[config.mk]
export PLATFORM = sky130hd
export DESIGN_NAME = cq_viola_nios2_e_oci_dct_reader
export DESIGN_NICKNAME = d
export VERILOG_FILES = /design/src/rtl/cq_viola_oci_dct_pkg.sv /design/src/rtl/cq_viola_nios2_e_oci_dct_reader.sv
export SDC_FILE = /design/constraint.sdc
export NUM_CORES = 1
export LEC_CHECK = 0
export CELL_PAD_IN_SITES_DETAIL_PLACEMENT = 1
export CELL_PAD_IN_SITES_GLOBAL_PLACEMENT = 1
export CORE_MARGIN = 2
export CORE_UTILIZATION = 37
export CTS_CLUSTER_DIAMETER = 40
export DETAILED_ROUTE_END_ITERATION = 8
export PLACE_DENSITY = 0.8
export SLEW_MARGIN = 20
export SYNTH_ARGS = -nofsm -noshare
export SYNTH_HDL_FRONTEND = slang
export SYNTH_SLANG_ARGS = --single-unit
[constraint.sdc]
create_clock -name clk_i -period 2 [get_ports clk_i]
set_input_delay 0.3 -clock clk_i [delete_from_list [all_inputs] [get_ports clk_i]]
set_output_delay 0.3 -clock clk_i [all_outputs]
set_load 0.01 [all_outputs]
[src/rtl/cq_viola_oci_dct_pkg.sv]
// ---------------------------------------------------------------------------
// cq_viola_oci_dct_pkg
//
// Shared definitions for the OCI data-capture-trace (DCT) path. Both the
// packer (writer) and the unpacker (reader) import this package so the
// frame geometry and state encoding stay in one place.
//
// Contents:
//   FIELD_W  - bits per trace frame
//   FIELDS   - frames packed into one DCT word
//   COUNT_W  - width of the per-word frame count
//   DCT_W    - packed DCT word width (FIELD_W * FIELDS)
//   dct_state_e      - reader FSM encoding
//   clamp_count()    - limit a frame count to FIELDS
//   count_overflows()- true when a frame count exceeds FIELDS
// ---------------------------------------------------------------------------
package cq_viola_oci_dct_pkg;

  localparam int FIELD_W = 3;
  localparam int FIELDS  = 10;
  localparam int COUNT_W = 4;
  localparam int DCT_W   = FIELD_W * FIELDS;

  typedef enum logic [1:0] {
    ST_IDLE  = 2'd0,
    ST_SHIFT = 2'd1,
    ST_ENDED = 2'd2
  } dct_state_e;

  // A count above FIELDS still delivers a full word; the excess is flagged
  // separately rather than wrapping or being dropped.
  function automatic logic [COUNT_W-1:0] clamp_count(input logic [COUNT_W-1:0] cnt);
    logic [COUNT_W-1:0] res;
    if (cnt > COUNT_W'(FIELDS)) begin
      res = COUNT_W'(FIELDS);
    end else begin
      res = cnt;
    end
    return res;
  endfunction

  function automatic logic count_overflows(input logic [COUNT_W-1:0] cnt);
    return (cnt > COUNT_W'(FIELDS));
  endfunction

endpackage

[src/rtl/cq_viola_nios2_e_oci_dct_reader.sv]
// ---------------------------------------------------------------------------
// cq_viola_nios2_e_oci_dct_reader
//
// Consumer end of the OCI DCT trace path. Accepts packed DCT words (frame 0
// in the low bits) with a frame count, and emits the frames one at a time
// under a valid/ready handshake. Also owns the end-of-test protocol: once
// test_ending has been seen, every held frame is drained and then
// test_has_ended rises and stays high until reset.
//
// Ports:
//   clk_i            - single clock
//   reset_i          - synchronous, active-high reset
//   dct_buffer_i     - packed frames, frame k in bits [3k+2:3k]
//   dct_count_i      - number of valid frames, counted from frame 0 upward
//   dct_valid_i      - dct_buffer_i / dct_count_i are valid
//   dct_ready_o      - reader accepts a word this cycle
//   frame_data_o     - current trace frame
//   frame_valid_o    - frame_data_o is valid
//   frame_ready_i    - sink takes the frame this cycle
//   frame_last_o     - current frame is the last of its word
//   test_ending_i    - level; producer has stopped issuing words
//   test_has_ended_o - sticky; drain complete after test_ending
//   overflow_err_o   - sticky; a word arrived with count > FIELDS
// ---------------------------------------------------------------------------
module cq_viola_nios2_e_oci_dct_reader
  import cq_viola_oci_dct_pkg::*;
(
  input  logic               clk_i,
  input  logic               reset_i,
  input  logic [DCT_W-1:0]   dct_buffer_i,
  input  logic [COUNT_W-1:0] dct_count_i,
  input  logic               dct_valid_i,
  output logic               dct_ready_o,
  output logic [FIELD_W-1:0] frame_data_o,
  output logic               frame_valid_o,
  input  logic               frame_ready_i,
  output logic               frame_last_o,
  input  logic               test_ending_i,
  output logic               test_has_ended_o,
  output logic               overflow_err_o
);

  // -------------------------------------------------------------------------
  // State
  // -------------------------------------------------------------------------
  dct_state_e         state_q,    state_d;
  logic [DCT_W-1:0]   shreg_q,    shreg_d;
  logic [COUNT_W-1:0] rem_q,      rem_d;
  logic               end_req_q,  end_req_d;
  logic               overflow_q, overflow_d;

  // Combinational helpers
  logic               dct_ready_s;
  logic               is_last_s;
  logic               accept_s;
  logic [COUNT_W-1:0] load_cnt_s;
  logic               load_word_s;

  // rem_q == 1 only ever holds in SHIFT, but qualify on state so a stale
  // count can never show up as frame_last outside a live word.
  assign is_last_s   = (state_q == ST_SHIFT) && (rem_q == COUNT_W'(1));
  assign accept_s    = dct_valid_i & dct_ready_s;
  assign load_cnt_s  = clamp_count(dct_count_i);
  // A zero-count word is consumed but never loaded, so the FSM stays put.
  assign load_word_s = accept_s && (load_cnt_s != COUNT_W'(0));

  // State register and datapath registers with synchronous reset
  always_ff @(posedge clk_i) begin
    if (reset_i) begin
      state_q    <= ST_IDLE;
      shreg_q    <= '0;
      rem_q      <= '0;
      end_req_q  <= 1'b0;
      overflow_q <= 1'b0;
    end else begin
      state_q    <= state_d;
      shreg_q    <= shreg_d;
      rem_q      <= rem_d;
      end_req_q  <= end_req_d;
      overflow_q <= overflow_d;
    end
  end

  // Next-state logic: FSM transitions, shift register and frame counter
  always_comb begin
    state_d    = state_q;
    shreg_d    = shreg_q;
    rem_d      = rem_q;
    end_req_d  = end_req_q | test_ending_i;
    overflow_d = overflow_q | (accept_s & count_overflows(dct_count_i));

    case (state_q)
      ST_IDLE: begin
        if (load_word_s) begin
          shreg_d = dct_buffer_i;
          rem_d   = load_cnt_s;
          state_d = ST_SHIFT;
        end else if (!accept_s && end_req_q) begin
          // Only leave for ENDED on a cycle with no accept, so a word
          // offered alongside test_ending is processed first.
          state_d = ST_ENDED;
        end else begin
          state_d = ST_IDLE;
        end
      end

      ST_SHIFT: begin
        if (frame_ready_i) begin
          if (rem_q == COUNT_W'(1)) begin
            if (load_word_s) begin
              // Next word accepted on the same cycle the last frame goes,
              // so the sink sees no bubble between words.
              shreg_d = dct_buffer_i;
              rem_d   = load_cnt_s;
              state_d = ST_SHIFT;
            end else begin
              shreg_d = shreg_q >> FIELD_W;
              rem_d   = rem_q - COUNT_W'(1);
              state_d = ST_IDLE;
            end
          end else begin
            shreg_d = shreg_q >> FIELD_W;
            rem_d   = rem_q - COUNT_W'(1);
            state_d = ST_SHIFT;
          end
        end else begin
          // Backpressure: hold frame and count untouched.
          state_d = ST_SHIFT;
        end
      end

      ST_ENDED: begin
        state_d = ST_ENDED;
      end

      default: begin
        // Unused encoding: recover to a clean idle state.
        state_d = ST_IDLE;
        shreg_d = '0;
        rem_d   = '0;
      end
    endcase
  end

  // Output decode from the current state
  always_comb begin
    dct_ready_s      = 1'b0;
    frame_valid_o    = 1'b0;
    frame_data_o     = {FIELD_W{1'b0}};
    frame_last_o     = 1'b0;
    test_has_ended_o = 1'b0;

    case (state_q)
      ST_IDLE: begin
        // test_has_ended is never set while idle, so ready is always 1 here.
        dct_ready_s = 1'b1;
      end

      ST_SHIFT: begin
        frame_valid_o = 1'b1;
        frame_data_o  = shreg_q[FIELD_W-1:0];
        frame_last_o  = is_last_s;
        // Deliberate combinational frame_ready -> dct_ready path.
        dct_ready_s   = is_last_s & frame_ready_i;
      end

      ST_ENDED: begin
        test_has_ended_o = 1'b1;
      end

      default: begin
        dct_ready_s = 1'b0;
      end
    endcase
  end

  assign dct_ready_o    = dct_ready_s;
  assign overflow_err_o = overflow_q;

endmodule

Yosys cells after proc, flatten, opt, wreduce, memory -nomap -nowiden
Cells that the tools add are included.
Widths: inputs -> output; s select.

storage, ports and cells
  register bits = 38
  bits in latches = 0
  memory bits (writable) = 0
  memory bits (read-only) = 0
  bits of input ports = 39
  output and inout bits = 8
  word-level logic and storage cells = 47
  memories = 0

operators by class
  $add $sub $neg = 1
  multipliers = 0
  divide/modulo/power cells = 0
  $lt $le $gt $ge = 1
  equality and inequality tests = 5
  shift-type cells = 0
  muxes and demuxes = 22
  bitwise gates (word level) = 6
  reductions and logical operators = 7

operators with widths
  cell                 number
  $mux 30              4
  $pmux 30 s3          1
  $mux 4               5
  $pmux 4 s3           1
  $mux 2               4
  $pmux 2 s3           1
  $eq 4x1->1 const B   1
  $gt 4x4->1 const B   1
  $mux 1               4
  $ne 2x2->1 const B   2
  $reduce_bool 4->1    1
  $sub 4x1->4 const B  1
  $and 1x1->1          3
  $logic_and 1x1->1    3
  $mux 3               1
  $reduce_and 3->1     1
  $eq 2x1->1 const B   1
  $eq 2x2->1 const B   1
  $logic_not 2->1      1
  $or 1x1->1           2
  $pmux 1 s2           1
  $logic_not 1->1      1
  $not 1->1            1

Depth between registers and ports, before layout
  word-level depth = 10
  depth in mapped cells = 9

Worst setup path after synthesis
Ideal clock, no wire load.

  kind = register to register
  from = register rem_q[1]
  to = register shreg_q[11]
  arrival time = 1.629 ns
  data required time = 1.868 ns
  slack = 0.239 ns
  cell stages (with the launch flop) = 10
  buffers on the path = 3
  clock period less this slack = 1.761 ns
  cells stage by stage = dfxtp_1 inv_1 ha_1 nand4bb_1 buf_2 o31a_1 buf_6 buf_8 a221oi_2 nor3_1

on the way
  word-level cells in the longest chain between the ends = 10

ends and longest elaborated chain
  what                      RTL line                                                                       text
  start: declaration        cq_viola_nios2_e_oci_dct_reader.sv:48                                          logic [COUNT_W-1:0] rem_q, rem_d;
  start signal: assignment  cq_viola_nios2_e_oci_dct_reader.sv:78                                          rem_q <= rem_d;
  $eq 4x1->1 *              cq_viola_nios2_e_oci_dct_reader.sv:61, cq_viola_nios2_e_oci_dct_reader.sv:109
  $logic_and 1x1->1         cq_viola_nios2_e_oci_dct_reader.sv:61                                          assign is_last_s = (state_q == ST_SHIFT) && (rem_q == COUNT_W'(1));
  $and 1x1->1               cq_viola_nios2_e_oci_dct_reader.sv:164                                         dct_ready_s = is_last_s & frame_ready_i;
  $pmux 1 s2                cq_viola_nios2_e_oci_dct_reader.sv:153                                         case (state_q)
  $and 1x1->1               cq_viola_nios2_e_oci_dct_reader.sv:62                                          assign accept_s = dct_valid_i & dct_ready_s;
  $logic_and 1x1->1         cq_viola_nios2_e_oci_dct_reader.sv:65                                          assign load_word_s = accept_s && (load_cnt_s != COUNT_W'(0));
  $mux 30                   cq_viola_nios2_e_oci_dct_reader.sv:110                                         if (load_word_s) begin
  $mux 30                   cq_viola_nios2_e_oci_dct_reader.sv:109                                         if (rem_q == COUNT_W'(1)) begin
  $mux 30                   cq_viola_nios2_e_oci_dct_reader.sv:108                                         if (frame_ready_i) begin
  $pmux 30 s3               cq_viola_nios2_e_oci_dct_reader.sv:92                                          case (state_q)
  end signal: assignment    cq_viola_nios2_e_oci_dct_reader.sv:77                                          shreg_q <= shreg_d;
  end: declaration          cq_viola_nios2_e_oci_dct_reader.sv:47                                          logic [DCT_W-1:0] shreg_q, shreg_d;

Every way passes the cells marked *; elsewhere a longest branch is shown, timed or not. The select of a mux whose other input is x is not followed.
A chain may end at the register's enable or synchronous reset.

Worst setup path after layout
  from = input dct_count_i[3]
  to = register shreg_q[24]

on the way
  word-level cells in the longest chain between the ends = 8

ends and longest elaborated chain
  what                 RTL line                                text
  start: declaration   cq_viola_nios2_e_oci_dct_reader.sv:31   input logic [COUNT_W-1:0] dct_count_i,
  $gt 4x4->1           cq_viola_oci_dct_pkg.sv:34              if (cnt > COUNT_W'(FIELDS)) begin
  $mux 4 *             cq_viola_oci_dct_pkg.sv:34
  $reduce_bool 4->1 *  cq_viola_nios2_e_oci_dct_reader.sv:65
  $logic_and 1x1->1 *  cq_viola_nios2_e_oci_dct_reader.sv:65
  $mux 30              cq_viola_nios2_e_oci_dct_reader.sv:110
  $mux 30              cq_viola_nios2_e_oci_dct_reader.sv:109
  $mux 30              cq_viola_nios2_e_oci_dct_reader.sv:108
  $pmux 30 s3          cq_viola_nios2_e_oci_dct_reader.sv:92

Marks and branches as above.

==> impl_metrics.toml <==
[yosys]
synth_area_per_cell_um2 = 8.220
ys_dominant_reg_cell = "sky130_fd_sc_hd__dfxtp_1"
synth.yosys.seq_area_share_pct = 34.02
synthesis.area_mm2 = 0.002236
syn_nets = 313
synth_enable_flop_cells = 0
yosys_warnings = 0
postSynthCellCount = 272
post_synth_num_cell_types = 42
ys_async_sr_fraction_pct = 0
yosys_register_bits = 38

[power]
comb_power_share_pct = 28.8
swShare_pct = 30.11
power.sequential.fraction_pct = 37.5
pwr-share-clk_pct = 33.6
internal-power_w = 0.001705
power_density_mw_per_mm2 = 759.3
cellLeakagePower_nw = 1.268
switching_power_w = 0.0007345
ir_drop_v = 0.0003381

[sta]
worstMarginPinSlew_ps = 510.1
fin_crit_ps = 1974
finish_stage_setup_viols = 0
report.final.hold_viol_count = 0
timing.max_slew.rel_slack_pct = 65.64
min_period_over_period_pct = 98.71
rsz0062_at_grt = "yes"
drv_slew = 0
finClkSkew_ps = 8.268
max_freq_mhz = 506.5

[hold_path]
hold_end = "shreg_q[27]$_SDFFE_PP0P_"
origin_of_the_worst_min_delay_path = "shreg_q[27]$_SDFFE_PP0P_"
hold_class = "reg2reg"
min_delay_path_depth = 2

[grt]
grt.total_usage_pct = 23.04
first_global_vias = 2437
grt_max_degree = 30
grt_pass1_wl_um = 11940
antenna_found_initial = 0
grt.overflow.total = 0

[clock_tree]
clk-insertion-delay-late_ps = 290
cts_tree = "built"
max_clock_buf_depth = 2
tritoncts.num_buffers = 5
htreeDepth = 2
post_cts_hold_buffer_count = 0
clk_transition_reported_paths_ps = 80
cell_chosen_for_the_clock_root = "sky130_fd_sc_hd__clkbuf_8"
clock_sinks = 38

[final_layout]
finalInstanceArea_mm2 = 0.003213
number_of_diodes_added_for_antenna_fixing = 0
final_core_utilization_pct = 54.59
final_layout_size_suffix_gt1_share_pct = 23.30
layout_common_cells = "sky130_fd_sc_hd__clkdlybuf4s50_1, sky130_fd_sc_hd__dfxtp_1, sky130_fd_sc_hd__nor2_1, sky130_fd_sc_hd__o21ai_0, sky130_fd_sc_hd__a21oi_1"
finish.net_count = 379
layout_commonest_cell = "sky130_fd_sc_hd__clkdlybuf4s50_1"
flow.area_growth_from_synthesis_pct = 43.70

[critical_path]
timing_worst_setup_path_type = "in2reg"
timing.rr.end = "shreg_q[24]$_SDFFE_PP0P_"
cp-end-kind = "flip-flop"
timing.rr.start = "rem_q[1]$_SDFFE_PP0P_"
reg2reg_setup_slack_ps = 30
critPathLaunchType = "input pin"
timing.critical_path.required_ps = 2180
worstPathMaxFanout = 6
worst-endpoint-arrival_ps = 2150
reg2regPathDepth = 7

[floorplanning]
num_io_pins = 47
core_area_mm2 = 0.005886
die-width_um = 81.74
die_h_um = 81.74
die_area_mm2 = 0.006681
starting_density_pct = 37.99
row_count = 28

[route]
drt-pass1-iter-count = 4
totalWireLength_um = 7891
detailroute.via_count = 2410
antenna_left = 0
vias_per_cell = 5.821
post_drt_wl_per_cell_um = 19.06
drtIter0Drc = 163
post-route-drc-count = 0

[run_status]
status = "completed"

[place]
port_buffers = 46
postPlaceCellArea_mm2 = 0.002874
dp.final_hpwl_um = 4850
gpl.final_weighted_congestion = 0.8151

[run]
maxCapViolCount = 0
-- worst max-delay path by stage --
stage                          start                        to  slack [ps]  cells after the start
5_1_grt        rem_q[1]$_SDFFE_PP0P_     rem_q[0]$_SDFFE_PP0P_         -70                     10
3_3_place_gp          dct_count_i[2]   shreg_q[4]$_SDFFE_PP0P_        -120                      6
4_1_cts        state_q[1]$_SDFF_PP0_           frame_data_o[0]          10                      5
2_1_floorplan  rem_q[1]$_SDFFE_PP0P_  shreg_q[11]$_SDFFE_PP0P_         240                      9
6_report              dct_count_i[3]  shreg_q[24]$_SDFFE_PP0P_          30                      9
3_5_place_dp          dct_count_i[2]  shreg_q[25]$_SDFFE_PP0P_        -160                      6
-- kinds of logic (layout without fill, tap and decap cells) --
kind of cell / count (synthesis) / count (layout) / synth area share [%]
AO/OA/AOI/OAI: 107 / 107 / 35.81
buffers and inverters: 30 / 97 / 7.330
adder cells (fa/ha/maj): 2 / 2 / 1.119
AND/OR/NAND/NOR: 95 / 95 / 21.71
flip-flops: 38 / 38 / 34.02
-- power groups by stage --
stage          clock network [W]  logic [W]  registers [W]
4_1_cts                 0.000832   0.000651       0.000907
3_3_place_gp                   0   0.000623       0.000919
3_5_place_dp                   0   0.000644       0.000922
2_1_floorplan                  0   0.000400       0.000903
6_report                0.000821   0.000704       0.000916
5_1_grt                 0.000868   0.000774       0.000923
-- Yosys cell counts, types with 2 or more instances --
| master | instances | area, um^2 |
|---|---|---|
| sky130_fd_sc_hd__ha_1 | 2 | 25.02 |
| sky130_fd_sc_hd__nor2_1 | 36 | 135.1 |
| sky130_fd_sc_hd__nand3_1 | 3 | 15.01 |
| sky130_fd_sc_hd__buf_2 | 5 | 25.02 |
| sky130_fd_sc_hd__a221o_1 | 3 | 30.03 |
| sky130_fd_sc_hd__a31oi_1 | 4 | 25.02 |
| sky130_fd_sc_hd__nor3b_1 | 2 | 15.01 |
| sky130_fd_sc_hd__clkbuf_1 | 13 | 48.80 |
| sky130_fd_sc_hd__nand2_1 | 9 | 33.78 |
| sky130_fd_sc_hd__o21ai_0 | 33 | 165.2 |
| sky130_fd_sc_hd__inv_1 | 5 | 18.77 |
| sky130_fd_sc_hd__and2_1 | 3 | 18.77 |
| sky130_fd_sc_hd__a221oi_1 | 6 | 52.55 |
| sky130_fd_sc_hd__nor2b_1 | 3 | 18.77 |
| sky130_fd_sc_hd__a21o_1 | 2 | 15.01 |
| sky130_fd_sc_hd__buf_8 | 2 | 30.03 |
| sky130_fd_sc_hd__nor3_1 | 28 | 140.1 |
| sky130_fd_sc_hd__a21oi_1 | 31 | 155.2 |
| sky130_fd_sc_hd__o21a_1 | 2 | 15.01 |
| sky130_fd_sc_hd__a221oi_2 | 19 | 285.3 |
| sky130_fd_sc_hd__buf_6 | 3 | 33.78 |
| sky130_fd_sc_hd__dfxtp_1 | 38 | 760.7 |
-- final cells by class --
class / instances / area (um^2)
tap: 75 / 93.84
sequential: 38 / 762.0
clock buffer: 6 / 82.58
fill: 704 / 2673
inverter: 6 / 22.52
clock inverter: 2 / 60.06
multi-input combinational: 204 / 1349
timing repair buffer: 83 / 843.3
-- sequential cells by signal, summed over array words and instances (netlist names) --
| register | flops |
|---|---|
| shreg_q | 30 |
| state_q | 2 |
| end_req_q | 1 |
| overflow_err_o | 1 |
| rem_q | 4 |
-- per-stage QoR --
| stage | cells | total power, W | hold slack, ps | worst slack, ps | setup TNS, ps |
|---|---|---|---|---|---|
| after floorplan | 272 | 0.001303 | 415.8 | 238.7 | 0 |
| after global placement | 394 | 0.001543 | 458.0 | -120.3 | -2613 |
| after detailed placement | 394 | 0.001566 | 465.6 | -157.5 | -3857 |
| after CTS | 402 | 0.002390 | 480.6 | 9.664 | 0 |
| after global routing | 414 | 0.002566 | 510.2 | -73.11 | -904.2 |
| final | 414 | 0.002440 | 478.2 | 25.79 | 0 |
-- per-layer routing --
layer | share of wire [%] | wire length [um] | global-route usage (%) | vias up
met1 | 46 | 3597 | 29.36 | 1202
met3 | 4.6 | 362 | 3.516 | 6
met4 | 0.90 | 71 | 6.500 | 0
li1 | - | - | - | 1143
met2 | 49 | 3859 | 40.16 | 59
met5 | 0 | 0 | 0 | -
-- critical path, stage by stage --
cell and delay (ps):
sky130_fd_sc_hd__clkdlybuf4s50_1 470, sky130_fd_sc_hd__nor4_4 430, sky130_fd_sc_hd__buf_4 200, sky130_fd_sc_hd__nor3_4 40, sky130_fd_sc_hd__buf_12 130, sky130_fd_sc_hd__buf_12 130, sky130_fd_sc_hd__buf_12 120, sky130_fd_sc_hd__a221oi_2 230
sky130_fd_sc_hd__nor3_1 90
-- timing repair --
action,4_1_cts,5_1_grt
buffers inserted,0,10
gates resized for setup,3,11
gates cloned,0,2
setup endpoints to repair,4,15
pin swaps,0,2
Power figures use the tool's default switching activity.
